<file path="src/rtl/cla_nibble_seq_adder.sv">
// Multi-cycle WIDTH-bit adder that runs operands through one 4-bit carry-lookahead slice,
// one nibble per cycle, LSB first. Optional signed-overflow output under CLA_SEQ_OVF_EN.

module cla4_slice (
    input  logic [3:0] A,
    input  logic [3:0] B,
    input  logic       cin,
    output logic [3:0] sum,
    output logic       P,
    output logic       G
);
    logic [3:0] g;
    logic [3:0] p;
    logic [3:0] c;

    assign g = A & B;
    assign p = A ^ B;

    // Every internal carry is a flat function of cin, g and p; no ripple between bits.
    assign c[0] = cin;
    assign c[1] = g[0] | (p[0] & cin);
    assign c[2] = g[1] | (p[1] & g[0]) | (p[1] & p[0] & cin);
    assign c[3] = g[2] | (p[2] & g[1]) | (p[2] & p[1] & g[0]) | (p[2] & p[1] & p[0] & cin);

    assign sum = p ^ c;
    assign P   = &p;
    assign G   = g[3] | (p[3] & g[2]) | (p[3] & p[2] & g[1]) | (p[3] & p[2] & p[1] & g[0]);
endmodule

module cla_nibble_seq_adder #(
    parameter int WIDTH = 16
) (
    input  logic             clk,
    input  logic             rst_n,
    input  logic             in_valid,
    output logic             in_ready,
    input  logic [WIDTH-1:0] a,
    input  logic [WIDTH-1:0] b,
    input  logic             cin,
    output logic             out_valid,
    input  logic             out_ready,
    output logic [WIDTH-1:0] sum,
    output logic             cout,
`ifdef CLA_SEQ_OVF_EN
    output logic             ovf,
`endif
    output logic             busy
);
    localparam int NIB = WIDTH / 4;
    localparam int CW  = (NIB > 1) ? $clog2(NIB) : 1;
    localparam logic [CW-1:0] LAST = CW'(NIB - 1);

    localparam logic [1:0] IDLE = 2'd0;
    localparam logic [1:0] RUN  = 2'd1;
    localparam logic [1:0] DONE = 2'd2;

    generate
        if ((WIDTH < 4) || (WIDTH % 4 != 0)) begin : g_bad_width
            $error("cla_nibble_seq_adder: WIDTH must be a multiple of 4 and at least 4");
        end
    endgenerate

    logic [1:0]       state;
    logic [CW-1:0]    cnt;
    logic             carry;
    logic [WIDTH-1:0] a_reg;
    logic [WIDTH-1:0] b_reg;
    logic [CW+1:0]    base;
    logic [3:0]       nib_sum;
    logic             nib_p;
    logic             nib_g;
    logic             nib_cout;

    assign base = {cnt, 2'b00};

    cla4_slice u_slice (
        .A   (a_reg[base +: 4]),
        .B   (b_reg[base +: 4]),
        .cin (carry),
        .sum (nib_sum),
        .P   (nib_p),
        .G   (nib_g)
    );

    assign nib_cout = nib_g | (nib_p & carry);

    // Handshake outputs decode state only, so in_valid/out_ready never reach an output combinationally.
    assign in_ready  = (state == IDLE);
    assign out_valid = (state == DONE);
    assign busy      = (state != IDLE);

    // NOTE: all state here uses non-blocking assignments so every register samples pre-edge values;
    // the operand registers are cleared on reset too, so nothing stale can leak into a later result.
    always_ff @(posedge clk or negedge rst_n) begin
        if (!rst_n) begin
            state <= IDLE;
            cnt   <= '0;
            carry <= 1'b0;
            a_reg <= '0;
            b_reg <= '0;
            sum   <= '0;
            cout  <= 1'b0;
`ifdef CLA_SEQ_OVF_EN
            ovf   <= 1'b0;
`endif
        end else begin
            case (state)
                IDLE: begin
                    if (in_valid && in_ready) begin
                        a_reg <= a;
                        b_reg <= b;
                        carry <= cin;
                        cnt   <= '0;
                        state <= RUN;
                    end
                end
                RUN: begin
                    sum[base +: 4] <= nib_sum;
                    carry          <= nib_cout;
                    cnt            <= cnt + CW'(1);
                    if (cnt == LAST) begin
                        cout  <= nib_cout;
`ifdef CLA_SEQ_OVF_EN
                        // Carry into the MSB recovered from the MSB sum bit: c[W-1] = a ^ b ^ s.
                        ovf   <= (a_reg[WIDTH-1] ^ b_reg[WIDTH-1] ^ nib_sum[3]) ^ nib_cout;
`endif
                        state <= DONE;
                    end
                end
                DONE: begin
                    if (out_ready) begin
                        state <= IDLE;
                    end
                end
                default: state <= IDLE;
            endcase
        end
    end
endmodule

</file>
<file path="config.mk">
export PLATFORM = sky130hd
export DESIGN_NAME = cla_nibble_seq_adder
export DESIGN_NICKNAME = d
export VERILOG_FILES = /design/src/rtl/cla_nibble_seq_adder.sv
export SDC_FILE = /design/constraint.sdc
export NUM_CORES = 1
export LEC_CHECK = 0
export CAP_MARGIN = 10
export CORE_UTILIZATION = 54
export DETAILED_ROUTE_END_ITERATION = 10
export PLACE_DENSITY = 0.85
export SYNTH_ARGS = -nofsm -noshare
export SYNTH_HDL_FRONTEND = slang
export SYNTH_SLANG_ARGS = --single-unit
</file>
<file path="constraint.sdc">
create_clock -name clk -period 5.2 [get_ports clk]
set_clock_uncertainty 0.2 [all_clocks]
set_input_delay 1.04 -clock clk [delete_from_list [all_inputs] [get_ports clk]]
set_output_delay 1.04 -clock clk [all_outputs]
set_load 0.01 [all_outputs]
</file>
After elaboration in Yosys (flattened, before gate mapping)
Index checks and enable logic that the tools add are counted.
{ "totals": {"wordCells": 65, "inputBits": 37, "register_bits": 54} }
{ "op_classes": {"add_sub_neg": 2, "shifts": 4, "n_mux": 9, "n_eq_ne": 6, "n_reduce_logical": 9, "bitwise_logic": 28} }
{ "op_table": {"columns": ["op", "n"], "rows": [
  ["variable part select 16 x 5 -> 4 bit", 2],
  ["bitwise mux 16 bit", 1],
  ["variable shift 4 x 6 -> 16 bit (first input constant)", 1],
  ["variable part select 4 x 6 -> 16 bit", 1],
  ["AND 1 bit", 15],
  ["OR 1 bit", 10],
  ["two-way mux 2 bit", 4],
  ["bitwise XOR 4 bit", 2],
  ["negator 4 -> 6 bit", 1],
  ["one-hot mux 2 bit (3 select lines)", 1],
  ["AND reduction 2 bit", 3],
  ["AND 4 bit", 1],
  ["== test 2 bit (second input constant)", 2],
  ["!= test 2 x 1 -> 1 bit (second input constant)", 2],
  ["one-hot mux 2 bit (2 select lines)", 1],
  ["AND reduction 4 bit", 1],
  ["nonzero test 2 bit", 2],
  ["AND reduction 3 bit", 1],
  ["adder 2 x 1 -> 2 bit (second input constant)", 1],
  ["== test 2 x 1 -> 1 bit (second input constant)", 1],
  ["logical NOT 2 bit", 1],
  ["!= test 2 bit (second input constant)", 1],
  ["one-hot mux 1 bit (2 select lines)", 1],
  ["logical AND 1 bit", 1],
  ["two-way mux 1 bit", 1]
]} }

Longest topological paths before layout
{ "depth": {"depth_word": 9, "mapped_depth": 7} }

Modules after synthesis
A second synthesis with hierarchy kept.
{ "hier_totals": {"hier_cells": 194, "hier_area_um2": 2656.3} }
{ "by_module_without_submodules": {"columns": ["mod", "area_per_inst_um2", "seq_area_each_um2", "cells_each", "instances"], "rows": [
  ["cla_nibble_seq_adder", 2473.6, 1351.3, 172, 1],
  ["cla4_slice", 182.7, 0.0, 22, 1]
]} }

Worst setup path before layout
Ideal clock, no wire load.
{ "synth_path": {"kind": "reg-to-reg", "from": "reg cnt[0]", "to": "reg sum[10]", "path_stages_with_launch": 7, "required_time_ns": 4.856, "arrival_ns": 2.248, "path_buffers": 2, "period_less_slack_ns": 2.592, "slack_ns": 2.608, "setup_time_ns": 0.144, "path_cell_list": "dfrtp_1 -> buf_2 -> buf_2 -> mux4_2 -> ha_1 -> a211oi_1 -> o31ai_1"} }
{ "synth_via": {"elab_chain_len": 9, "word_cells_on_any_way": 24} }
{ "synth_rtl": {"columns": ["element", "line", "source"], "rows": [
  ["start, declared", "64", "logic [CW-1:0] cnt;"],
  ["start signal, assigned", "120", "cnt <= cnt + CW'(1);"],
  ["variable part select 16 x 5 -> 4 bit (on tied branches)", "77, 78", null],
  ["bitwise XOR 4 bit / AND 4 bit (equally long branches)", "17, 16", null],
  ["AND 1 bit", "23", "assign c[3] = g[2] | (p[2] & g[1]) | (p[2] & p[1] & g[0]) | (p[2] & p[1] & p[0] & cin);"],
  ["OR 1 bit / AND 1 bit (equally long branches) (2 in series)", "23", null],
  ["OR 1 bit", "23", null],
  ["bitwise XOR 4 bit", "25", "assign sum = p ^ c;"],
  ["variable part select 4 x 6 -> 16 bit", "118", "sum[base +: 4] <= nib_sum;"],
  ["bitwise mux 16 bit *", "118", null],
  ["end signal, assigned by index", "118", null],
  ["end, declared", "42", "output logic [WIDTH-1:0] sum,"]
]} }
Every way passes the cells marked *; elsewhere a longest branch is shown, timed or not.
A chain may end at the register's enable or synchronous reset.

Worst setup path after layout
Same ends and word-level chain as after synthesis.

==> impl_metrics.csv <==
group,metric,value,unit
cts,clk_latency,0.31,ns
route,ant_nets,0,
die,fp.dieW,71.41,um
flow_run,drv_cap,0,
cts,clockBufferDepth,2,
synth,ys_ff_latch,54,
place,port_buffers,56,
timing,tns,0,ns
cells_and_area,synthToLayoutAreaGrowth,26.26,%
grt,grt_pass1_vias,1897,
worst_setup_path,critical_path_class,"reg -> reg",
route,drc,5,
synth,synth_ff_type,"dfrtp_1",
timing,hold_viol,0,
grt,grt_pass1_wl,8742,um
worst_setup_path,cp.arrival,3.14,ns
timing,tightestPinTransition,1.087,ns
synth,yosysUniqueCellTypes,39,
synth,syn_inst,252,
worst_hold_path,hold_path_class,"reg -> reg",
route,avgViaCountPerCell,5.461,
cells_and_area,final_nets,353,
synth,async_flop_share,100.0,%
route,drt_first_pass_iters,7,
timing,rsz0062_at_grt,"false",
place,place.gp.congestion,0.8118,
route,drt_iter0_drc,139,
cells_and_area,n_antenna_cell,0,
cts,htreeDepth,2,
place,post-dp-hpwl,3697,um
worst_setup_path,cp.required,5.17,ns
synth,synth.yosys.seq_area_share,51.95,%
cts,tritoncts,"done",
cells_and_area,fill_cells,345,
synth,synth_largest_area_cell,"dfrtp_1",
cells_and_area,drive_gt1_share,8.497,%
timing,maxSlewViolCount,0,
power,cellPowerDensity,642.4,nW/um^2
cts,hold_buffers,0,
worst_setup_path,startpoint_type,"register",
worst_setup_path,critPathCaptureType,"register",
power,peakVddDrop,325.4,uV
die,top_level_ports,57,
die,fp.dieH,71.41,um
timing,hold_ws,0.2802,ns
cts,clk_pin_slew,0.09,ns
route,routed_wl,5042,um
die,core.rowCount,24,
worst_setup_path,worst-path-max-fanout,19,
timing,setup_violations,0,
run_status,status,"complete, but fails checks",
cts,cts-root-buf,"clkbuf_8",
power,p_leak,0.001567,uW
route,vias,1955,
synth,synth_edf_count,0,
run_status,violations,"design-rule violations",
timing,post-route-period-util,60.91,%
timing,slew_headroom,27.52,%
synth,yosysWarnings,0,
synth,synth_top_area_share,51.95,%
grt,grt_overflow,0,
cts,cts_resized,0,
cts,cts_sinks,54,
timing,max_freq,0.3157,GHz
route,wl_per_cell,14.08,um
grt,grt_max_degree,55,
synth,syn_nets,300,
die,core_area,4504,um^2
place,post-place-ws,2.033,ns
cts,cts_buffers,5,
timing,min_period,3.167,ns
die,die-area,5099,um^2
synth,syn_avg_cell_area,10.32,um^2
grt,antenna_found_initial,0,
synth,syn_area,2601,um^2
die,start_util,57.75,%
timing,setup_ws,2.033,ns
grt,grtUsageTotal,22.29,%
cts,postCtsSetupBuffers,0,
synth,synthTopCellsByArea,"dfrtp_1 (52%), nand2_1 (15%), mux4_2 (6.9%)",
[area by class of cell]
type | count | area (um^2) | area share, %
tap | 52 | 65.06 | 1.981
clock buffer | 7 | 86.33 | 2.629
clock inverter | 1 | 5.005 | 0.1524
timing repair buffer | 58 | 590.6 | 17.98
multi-input combinational | 182 | 1171 | 35.66
sequential | 54 | 1351 | 41.14
inverter | 4 | 15.01 | 0.4571
[routing by layer]
layer  vias up  track usage [%]  part of all wire (%)
li1        957                -                     -
met1       935            29.48                    44
met2        54            37.14                    50
met3         9            4.501                   4.0
met4         0            7.333                   1.7
met5         -                0                     0
[critical path: stages (launching register included)]
cell and delay [ns]:
dfrtp_1 0.87, mux4_2 0.64, ha_1 0.34, a21o_1 0.21, a211oi_1 0.63, o31ai_1 0.14
[cells by family (layout without fill, tap and decap cells)]
logic type,Yosys count,in the layout,share of synthesized area (%)
and+or+nand+nor,131,131,22.85
adders and majority gates,11,11,5.580
AOI/OAI and AO/OA,31,31,9.090
DFF,54,54,51.95
buffers and inverters,16,70,3.271
muxes,8,8,6.926
xor gates and xnor gates,1,1,0.3368
[power by group]
group / internal, uW / leakage [uW] / switching [uW]
combinational: 523 / 0.000829 / 573
sequential: 610 / 0.000690 / 165
clock: 108 / 0.0000482 / 131
total: 1240 / 0.00157 / 870
[synthesized netlist by cell type, drive strengths merged (2+ instances only)]
cell,number
o21ai,8
nand3b,4
a32o,4
clkbuf,2
a22o,5
buf,10
dfrtp,54
a21o,2
o31ai,5
ha,10
nand3,4
inv,4
and3,3
nor2,2
mux4,8
a211oi,2
nand2,107
[cells in the final DEF (no fill, tap or decap), types with 2 or more instances in the layout]
master / netlist / final
dfrtp_1: 54 / 54
nand3b_1: 3 / 3
and3_1: 3 / 3
nor2_1: 2 / 2
clkdlybuf4s50_1: 0 / 55
ha_1: 10 / 10
a32o_1: 4 / 4
inv_1: 4 / 4
clkbuf_8: 0 / 6
a211oi_1: 2 / 2
nand2_1: 107 / 107
a22o_1: 5 / 5
nand3_1: 4 / 4
mux4_2: 8 / 8
o21ai_0: 7 / 7
a21o_1: 2 / 2
o31ai_2: 2 / 2
o31ai_1: 3 / 3
[through the flow]
step	util, %	total power [uW]	instance area, um^2	cells
floorplan	-	1517	2601	252
global placement	70.28	1807	3166	349
detailed placement	70.28	1862	3166	349
CTS	72.31	2102	3257	357
global route	72.92	2279	3284	358
finish	72.92	2110	3284	358
[worst paths after layout]
check	slack, ns	startpoint	cells past startpoint	endpoint
setup / recovery	2.03	cnt[0]	5	sum[10]
hold / removal	0.28	a_reg[9]	2	a_reg[9]
setup reg to reg	2.03	cnt[0]	5	sum[10]
hold reg to reg	0.28	a_reg[9]	2	a_reg[9]
max in group asynchronous	3.73	rst_n	2	b_reg[4]
min in group asynchronous	0.63	rst_n	2	sum[14]
Power figures use the tool's default switching activity.
